## src/rtl/mprj_io_bank_ctrl.sv

```systemverilog
// GPIO pad-bank configuration controller: shadow registers written over valid/ready,
// applied to the pads in staggered groups. Define MPRJ_IO_SYNC_EN to synchronise pad inputs.
module mprj_io_bank_ctrl #(
  parameter int         N_PADS = 38,
  parameter int         PAD_AW = 6,
  parameter int         GROUP  = 8,
  parameter logic [2:0] RST_DM = 3'b001
) (
  input  logic                  wb_clk_i,
  input  logic                  wb_rst_i,
  input  logic                  cfg_valid,
  output logic                  cfg_ready,
  input  logic [PAD_AW-1:0]     cfg_pad,
  input  logic [4:0]            cfg_data,
  output logic                  cfg_err,
  input  logic                  apply,
  output logic                  apply_busy,
  output logic                  apply_done,
  input  logic [PAD_AW-1:0]     rd_pad,
  output logic [4:0]            rd_data,
  input  logic [N_PADS-1:0]     io_in_raw,
  output logic [N_PADS-1:0]     io_in,
  output logic [N_PADS*3-1:0]   dm,
  output logic [N_PADS-1:0]     oeb,
  output logic [N_PADS-1:0]     inp_dis
);

  localparam int NG = (N_PADS + GROUP - 1) / GROUP;
  localparam int GW = (NG > 1) ? $clog2(NG) : 1;
  localparam logic [4:0]      RST_CFG = {1'b0, 1'b1, RST_DM};
  localparam logic [PAD_AW:0] NP_LIM  = (PAD_AW + 1)'(N_PADS);
  localparam logic [GW-1:0]   LAST_G  = GW'(NG - 1);

  typedef enum logic {IDLE, APPLY} state_t;

  state_t          state_q, state_d;
  logic [GW-1:0]   grp_q, grp_d;
  logic [4:0]      shadow_q [N_PADS];
  logic [4:0]      shadow_d [N_PADS];
  logic [4:0]      active_q [N_PADS];
  logic [4:0]      active_d [N_PADS];
  logic            cfg_err_q, cfg_err_d;
  logic            apply_done_q, apply_done_d;
  logic [4:0]      rd_data_q, rd_data_d;

  logic            wr_fire;
  logic            wr_in_range;

  assign cfg_ready   = (state_q == IDLE);
  assign apply_busy  = (state_q == APPLY);
  assign apply_done  = apply_done_q;
  assign cfg_err     = cfg_err_q;
  assign rd_data     = rd_data_q;
  assign wr_fire     = cfg_valid && cfg_ready;
  assign wr_in_range = ({1'b0, cfg_pad} < NP_LIM);

  always_comb begin
    state_d      = state_q;
    grp_d        = grp_q;
    shadow_d     = shadow_q;
    active_d     = active_q;
    apply_done_d = 1'b0;
    cfg_err_d    = wr_fire && !wr_in_range;
    rd_data_d    = '0;

    if (wr_fire && wr_in_range) begin
      for (int p = 0; p < N_PADS; p++) begin
        if (cfg_pad == PAD_AW'(p)) shadow_d[p] = cfg_data;
      end
    end

    case (state_q)
      IDLE: begin
        if (apply) begin
          state_d = APPLY;
          grp_d   = '0;
        end
      end
      APPLY: begin
        // Only pads of the current group move; the rest of the bank holds.
        for (int p = 0; p < N_PADS; p++) begin
          if (grp_q == GW'(p / GROUP)) active_d[p] = shadow_q[p];
        end
        grp_d = grp_q + GW'(1);
        if (grp_q == LAST_G) begin
          state_d      = IDLE;
          grp_d        = '0;
          apply_done_d = 1'b1;
        end
      end
      default: begin
        state_d = IDLE;
        grp_d   = '0;
      end
    endcase

    for (int p = 0; p < N_PADS; p++) begin
      if (rd_pad == PAD_AW'(p)) rd_data_d = active_q[p];
    end
  end

  always_ff @(posedge wb_clk_i) begin
    if (wb_rst_i) begin
      state_q      <= IDLE;
      grp_q        <= '0;
      cfg_err_q    <= 1'b0;
      apply_done_q <= 1'b0;
      rd_data_q    <= '0;
      for (int p = 0; p < N_PADS; p++) begin
        shadow_q[p] <= RST_CFG;
        active_q[p] <= RST_CFG;
      end
    end else begin
      state_q      <= state_d;
      grp_q        <= grp_d;
      cfg_err_q    <= cfg_err_d;
      apply_done_q <= apply_done_d;
      rd_data_q    <= rd_data_d;
      for (int p = 0; p < N_PADS; p++) begin
        shadow_q[p] <= shadow_d[p];
        active_q[p] <= active_d[p];
      end
    end
  end

  always_comb begin
    dm      = '0;
    oeb     = '0;
    inp_dis = '0;
    for (int p = 0; p < N_PADS; p++) begin
      dm[3*p +: 3] = active_q[p][2:0];
      oeb[p]       = active_q[p][3];
      inp_dis[p]   = active_q[p][4];
    end
  end

`ifdef MPRJ_IO_SYNC_EN
  logic [N_PADS-1:0] sync1_q, sync1_d;
  logic [N_PADS-1:0] sync2_q, sync2_d;

  always_comb begin
    sync1_d = io_in_raw;
    sync2_d = sync1_q;
  end

  always_ff @(posedge wb_clk_i) begin
    if (wb_rst_i) begin
      sync1_q <= '0;
      sync2_q <= '0;
    end else begin
      sync1_q <= sync1_d;
      sync2_q <= sync2_d;
    end
  end

  assign io_in = sync2_q;
`else
  assign io_in = io_in_raw;
`endif

endmodule

```

## config.mk

```make
export PLATFORM = sky130hd
export DESIGN_NAME = mprj_io_bank_ctrl
export DESIGN_NICKNAME = d
export VERILOG_FILES = /design/src/rtl/mprj_io_bank_ctrl.sv
export SDC_FILE = /design/constraint.sdc
export NUM_CORES = 1
export LEC_CHECK = 0
export CAP_MARGIN = 5
export CORE_UTILIZATION = 53
export CTS_BUF_LIST = sky130_fd_sc_hd__clkbuf_16
export CTS_CLUSTER_DIAMETER = 30
export CTS_CLUSTER_SIZE = 25
export DETAILED_ROUTE_END_ITERATION = 8
export GPL_TIMING_DRIVEN = 0
export PLACE_DENSITY = 0.84
export RECOVER_POWER = 100
export SETUP_SLACK_MARGIN = 0.2
export SYNTH_ARGS = -nofsm -noshare
export SYNTH_HDL_FRONTEND = slang
export SYNTH_SLANG_ARGS = --single-unit
```

## constraint.sdc

```tcl
create_clock -name wb_clk_i -period 2.44 [get_ports wb_clk_i]
set_input_delay 0.61 -clock wb_clk_i [delete_from_list [all_inputs] [get_ports wb_clk_i]]
set_output_delay 0.61 -clock wb_clk_i [all_outputs]
set_load 0.02 [all_outputs]
```

==> results of run 1 <==
## area by class of cell
| type | instances | area, µm² | share of cell area [%] |
|---|---|---|---|
| repair buffers | 269 | 2320 | 10.3 |
| clock buffers | 74 | 1850 | 8.19 |
| multi-input cells | 1431 | 8160 | 36.1 |
| well taps | 396 | 495 | 2.19 |
| flip-flops and latches | 391 | 7830 | 34.6 |
| plain buffers | 216 | 1250 | 5.52 |
| inverters | 13 | 52.6 | 0.232 |
| clock inverters | 60 | 643 | 2.84 |
| diodes | 2 | 5.00 | 0.0221 |
## tightest hold or removal path, stage by stage
cell     delay (ns)
buf_2          0.18
nand2_1        0.09
nor3_1         0.05
## metal layers
metal / vias to the layer above / wire length [µm] / track usage (%)
met4: 2 / 5420 / 29.0
met1: 8753 / 27300 / 54.3
met5: - / 13 / 0
met2: 1538 / 32500 / 69.0
met3: 366 / 10000 / 14.4
li1: 7806 / - / -
## logic make-up after synthesis
group           Yosys count  share of synthesized area, %
simple gates            895                          24.2
flops                   391                          46.4
mux                      88                          5.67
fa+ha+maj                 5                         0.371
buf+inv                 230                          6.65
compound gates          443                          16.8
## path summary, 6_finish.rpt
path	to	from	cells after the start	slack [ns]
max	shadow_q[114]	wb_rst_i	5	-0.05
min	cfg_err	cfg_pad[5]	3	0.40
max reg2reg	shadow_q[189]	apply_busy	8	0.24
min reg2reg	dm[37]	shadow_q[126]	2	0.45
## power by group through the flow
stage / clock [W] / sequential, W / combinational [W]
finish: 0.0103 / 0.00651 / 0.00137
global route: 0.0105 / 0.00651 / 0.00139
CTS: 0.0102 / 0.00651 / 0.00131
detailed placement: 0 / 0.00663 / 0.00125
global placement: 0 / 0.00664 / 0.00124
floorplan: 0 / 0.00667 / 0.000653
## stage by stage
step | instances | hold WS, ns | worst slack [ns] | power [W] | util [%]
after floorplan | 2052 | 0.428 | 0.214 | 0.00732 | -
after detailed placement | 2694 | 0.441 | -1.44 | 0.00789 | 64.0
after CTS | 2841 | 0.384 | 0.106 | 0.0180 | 73.2
final | 2852 | 0.405 | -0.0516 | 0.0182 | 72.9
after global routing | 2852 | 0.432 | 0.0880 | 0.0184 | 72.9
after global placement | 2694 | 0.436 | -1.48 | 0.00787 | 64.0
## placed cells by master (no fill, tap or decap), types with 7 or more instances in the layout
| cell | synthesis | final |
|---|---|---|
| nor3_2 | 0 | 8 |
| o22ai_1 | 9 | 9 |
| mux2_2 | 11 | 11 |
| o21ai_0 | 36 | 33 |
| inv_6 | 0 | 13 |
| clkbuf_2 | 0 | 25 |
| nor2b_1 | 24 | 21 |
| o211ai_1 | 45 | 45 |
| dlygate4sd2_1 | 0 | 64 |
| clkbuf_4 | 0 | 7 |
| o22a_1 | 12 | 12 |
| clkinvlp_4 | 0 | 7 |
| clkbuf_1 | 116 | 131 |
| a31oi_1 | 10 | 7 |
| clkinv_2 | 0 | 9 |
| buf_4 | 41 | 71 |
| nor3_1 | 18 | 11 |
| nand2b_1 | 14 | 14 |
| o2bb2ai_1 | 9 | 9 |
| buf_6 | 7 | 17 |
| a22o_1 | 18 | 18 |
| and3_1 | 9 | 9 |
| inv_1 | 12 | 18 |
| nand3_1 | 146 | 146 |
| dfxtp_1 | 391 | 391 |
| a21oi_1 | 213 | 211 |
| bufinv_16 | 0 | 9 |
| mux2i_1 | 72 | 70 |
| nor2_1 | 93 | 92 |
| nand3b_1 | 25 | 25 |
| nand2_1 | 518 | 516 |
| clkbuf_16 | 0 | 74 |
| dlygate4sd3_1 | 0 | 140 |
| clkinv_1 | 1 | 7 |
| a211o_1 | 24 | 24 |
| buf_2 | 42 | 16 |
## repair_timing
item	CTS	global route
gates resized for setup	181	80
endpoints found under the setup margin	394	240
setup buffers	13	8
pin swaps	10	9
gates cloned	1	1
## flip-flops by register name (all words and copies together) (netlist names)
name / flops
apply_busy: 1
shadow_q: 190
inp_dis: 38
rd_data: 5
oeb: 38
grp_q: 3
cfg_err: 1
apply_done: 1
dm: 114
==> flow_summary.json, run 1 <==
{
  "hold_class": "in2reg",
  "initialDrtViolationCount": 2458,
  "fin_skew_ns": 0.0199,
  "grt.total_usage_pct": 44.9,
  "yosysUniqueCellTypes": 79,
  "grt_max_degree": 13,
  "power.leakage_nw": 8.90,
  "cap_violations": 0,
  "core_area_um2": 31000,
  "fin_crit_sh_pct": 102,
  "num_rows": 64,
  "clock_power_share_pct": 56.6,
  "drc": 0,
  "dr.pass1.iters": 8,
  "violations": "negative setup slack",
  "netlist_top_cells_area": "dfxtp_1 46%, nand2_1 12%, a21oi_1 6.3%",
  "critPathTopFamily": "buffers and inverters",
  "path_max_fanout": 10,
  "drtAntennaViolNets": 0,
  "antenna_found_initial": 5,
  "cp-start-kind": "input port",
  "drive_gt1_share_pct": 13.7,
  "synth_top_cell_area_share_pct": 46.4,
  "async_flop_share_pct": 0,
  "grt_pass1_vias": 17632,
  "wire_per_inst_um": 26.4,
  "path_cells": "dlygate4sd3_1 > clkbuf_2 > clkbuf_2 > clkbuf_1 > nor2_1",
  "cp_data_arrival_time_ns": 2.92,
  "gp_congestion": 1.03,
  "relSlewSlack_pct": 12.9,
  "numPortBuffers": 246,
  "power_density_nw_per_um2": 803,
  "yosysMostFrequentCell": "nand2_1",
  "seq_area_frac_synth_pct": 46.4,
  "ctsHoldBuffers": 0,
  "worstSetupEndpointType": "register",
  "setup_tns_ns": -0.260,
  "grt_overflow_total": 0,
  "vdd_drop_max_uv": 800,
  "report.final.slew_viol_count": 0,
  "syn_nets": 2116,
  "hold_viol": 0,
  "fin_nets": 2458,
  "fin_crit_ns": 2.49,
  "cp_slowest_cell": "clkbuf_1",
  "grt_pass1_wl_um": 109000,
  "setup_ws_ns": -0.0516,
  "fill_cells": 2357,
  "synth_edf_count": 0,
  "postSynthAreaPerCell_um2": 8.22,
  "cp_slowest_stage_delay_ns": 0.74,
  "die_x_um": 180,
  "cts-root-buf": "clkbuf_16",
  "h-tree-depth": 3,
  "max_clock_freq_mhz": 401,
  "p_sw_w": 0.00471,
  "rsz0062_at_grt": "true",
  "synthToLayoutAreaGrowth_pct": 33.9,
  "clkSlewWorstSetupHoldPaths_ns": 0.05,
  "cts_buffers": 72,
  "power_frac_seq_pct": 35.9,
  "initial_utilization_pct": 54.5,
  "cp_common_cell": "clkbuf_2",
  "final_area_um2": 22600,
  "ios": 296,
  "crit_type": "in2reg",
  "synthFlopType": "dfxtp_1",
  "placedInstanceArea_um2": 19800,
  "ys_ff_latch": 391,
  "crit_required_ns": 2.87,
  "p_comb_share_pct": 7.5,
  "setup_viol": 10,
  "synthCells": 2052,
  "vias": 18465,
  "synth_top_cells_by_count": "518 x nand2_1, 391 x dfxtp_1, 213 x a21oi_1, 146 x nand3_1, 116 x clkbuf_1",
  "swShare_pct": 25.9,
  "chipHeight_um": 180,
  "ys_warn_count": 0,
  "wirelength_um": 75300,
  "synth_area_leader_cell": "dfxtp_1",
  "cts_tree": "yes",
  "internal-power_w": 0.0134,
  "status": "finished, violations left",
  "clock_path_buffers": 3,
  "clkSinkCount": 391,
  "synth_area_um2": 16900,
  "vias_per_cell": 6.47,
  "worst-path-buf-inv": 4,
  "hpwl_um": 53200,
  "worstMarginPinSlew_ns": 1.31,
  "dieArea_um2": 32600,
  "worstSkewPairLatency_ns": 0.59
}
Note: power is estimated with default switching activity, not from simulation.
==> run 2: changes to the inputs <==
- clock period: 2.44 -> 2.65 ns (I/O delays scaled with it)
==> run 2 against run 1 <==
The run still ends with negative setup slack left. Setup slack lost 0.051 ns. Combinational power shrank 9%. Global-route usage shrank 0.69 points. Critical path type unchanged. Sequential power shrank 8.0%.
==> flow_summary.json, run 2 (synthesis results as in run 1) <==
{
  "gp_congestion": 1.04,
  "cts_buffers": 70,
  "path_max_fanout": 10,
  "die_x_um": 180,
  "cp_slowest_cell": "clkbuf_4",
  "whs_endpoint": "cfg_err",
  "report.final.slew_viol_count": 0,
  "cp_data_arrival_time_ns": 3.18,
  "worstSetupEndpointType": "register",
  "h-tree-depth": 3,
  "grt_pass1_wl_um": 107000,
  "p_sw_w": 0.00421,
  "dieArea_um2": 32600,
  "r2r_slack_ns": 0.31,
  "setup_tns_ns": -0.102,
  "crit_type": "in2reg",
  "num_rows": 64,
  "clkSlewWorstSetupHoldPaths_ns": 0.06,
  "synthToLayoutAreaGrowth_pct": 34.1,
  "grt.total_usage_pct": 44.2,
  "finalNonFillerCells": 2838,
  "fin_crit_ns": 2.75,
  "fin_crit_sh_pct": 104,
  "grt_max_degree": 13,
  "power.leakage_nw": 8.89,
  "cp_slowest_stage_delay_ns": 0.42,
  "swShare_pct": 25.8,
  "power_density_nw_per_um2": 722,
  "worst-path-buf-inv": 5,
  "chipHeight_um": 180,
  "cp-start-kind": "input port",
  "drive_gt1_share_pct": 12.7,
  "fin_nets": 2451,
  "vdd_drop_max_uv": 531,
  "rsz0062_at_grt": "true",
  "clock_path_buffers": 3,
  "max_clock_freq_mhz": 363,
  "hpwl_um": 52600,
  "antenna_found_initial": 2,
  "grt_overflow_total": 0,
  "status": "finished, violations left",
  "min_from": "cfg_pad[5]",
  "dp_cells": 2694,
  "drtAntennaViolNets": 0,
  "final_util_pct": 73.1,
  "cp.depth": 10,
  "cts-root-buf": "clkbuf_16",
  "r2r_cells": 5,
  "wirelength_um": 74000,
  "hold_ws_ns": 0.414,
  "vias_per_cell": 6.41,
  "hold_class": "in2reg",
  "hold_depth": 3,
  "numPortBuffers": 246,
  "worstMarginPinSlew_ns": 1.33,
  "setup_ws_ns": -0.102,
  "grt_pass1_vias": 17466,
  "cts_tree": "yes",
  "setup_viol": 1,
  "internal-power_w": 0.0121,
  "cap_violations": 0,
  "initialDrtViolationCount": 2183,
  "drc": 0,
  "p_comb_share_pct": 7.6,
  "violations": "negative setup slack",
  "worstReg2RegStart": "grp_q[0]",
  "power_frac_seq_pct": 36.7,
  "r2r_end": "dm[104]",
  "ios": 296,
  "vias": 18193,
  "path_cells": "clkdlybuf4s15_2 > buf_6 > clkbuf_4 > buf_6 > clkbuf_4 > nor2_1 > a211oi_2 > nor3_1 > o211ai_1 > a21oi_1",
  "fill_cells": 2296,
  "relSlewSlack_pct": 11.6,
  "final_common_cell": "nand2_1",
  "crit_required_ns": 3.07,
  "critPathTopFamily": "buffers and inverters",
  "wire_per_inst_um": 26.1,
  "initial_utilization_pct": 54.5,
  "fin_skew_ns": 0.0218,
  "hold_viol": 0,
  "clkSinkCount": 391,
  "layout_common_cells": "514 x nand2_1, 391 x dfxtp_1, 236 x dlygate4sd3_1",
  "top_register": "shadow_q",
  "core_area_um2": 31000,
  "total_power_w": 0.0163,
  "clock_power_share_pct": 55.7,
  "worstSkewPairLatency_ns": 0.58,
  "dr.pass1.iters": 8,
  "largest_reg_flops": 190
}
[run 2: cell count changes in the layout (fill, tap and decap cells not counted), sizes merged, moves of 2 or more]
cell	delta
buf	-7
clkbuf	-36
clkinvlp	-2
dlygate4sd2	-61
dlygate4sd3	+96
inv	-4
[run 2: worst min-delay path, stage by stage]
cell and delay [ns]:
buf_2 0.16, nand2_1 0.07, nor3_1 0.04
[run 2: worst max path at each step]
stage	from	end	slack [ns]
3_5_place_dp	rd_pad[1]	rd_data[2]	-1.38
5_1_grt	rd_pad[1]	rd_data[2]	0.06
6_report	rd_pad[1]	rd_data[2]	-0.10
2_1_floorplan	cfg_pad[3]	shadow_q[70]	0.36
4_1_cts	cfg_pad[1]	shadow_q[115]	0.19
3_3_place_gp	rd_pad[1]	rd_data[2]	-1.44
[run 2: layout make-up]
type,count,area (µm²),area share [%]
Multi-Input combinational cell,1431,8090,35.7
Antenna cell,2,5.00,0.0221
Inverter,13,52.6,0.232
Tap cell,396,495,2.19
Timing Repair Buffer,264,2590,11.4
Clock inverter,53,593,2.62
Buffer,216,1180,5.22
Clock buffer,72,1800,7.96
Sequential cell,391,7830,34.6
[run 2: metal layers]
metal / global-route usage, % / vias to the layer above / wire length, µm
met3: 13.0 / 380 / 9820
met2: 67.2 / 1482 / 31500
met1: 53.7 / 8550 / 26700
li1: - / 7781 / -
met4: 31.5 / 0 / 5950
met5: 0 / - / 0
[run 2: timing repair]
action                                  CTS  global route
hold buffers                              0             0
gates resized for setup                  81            46
endpoints found under the setup margin  240           257
setup buffers                            12             6
pin swaps                                10             5
[run 2: power groups by stage]
stage          Clock, W  Sequential [W]  Combinational [W]
6_report        0.00911         0.00599            0.00124
5_1_grt         0.00934         0.00599            0.00126
4_1_cts         0.00904         0.00599            0.00120
3_5_place_dp          0         0.00611            0.00115
3_3_place_gp          0         0.00611            0.00114
2_1_floorplan         0         0.00614           0.000601
[run 2: metrics by stage]
step	cell area [µm²]	setup slack [ns]
final	22600	-0.102
after floorplan	16900	0.357
after global routing	22600	0.0579
after detailed placement	19800	-1.38
after global placement	19800	-1.44
after CTS	22600	0.190
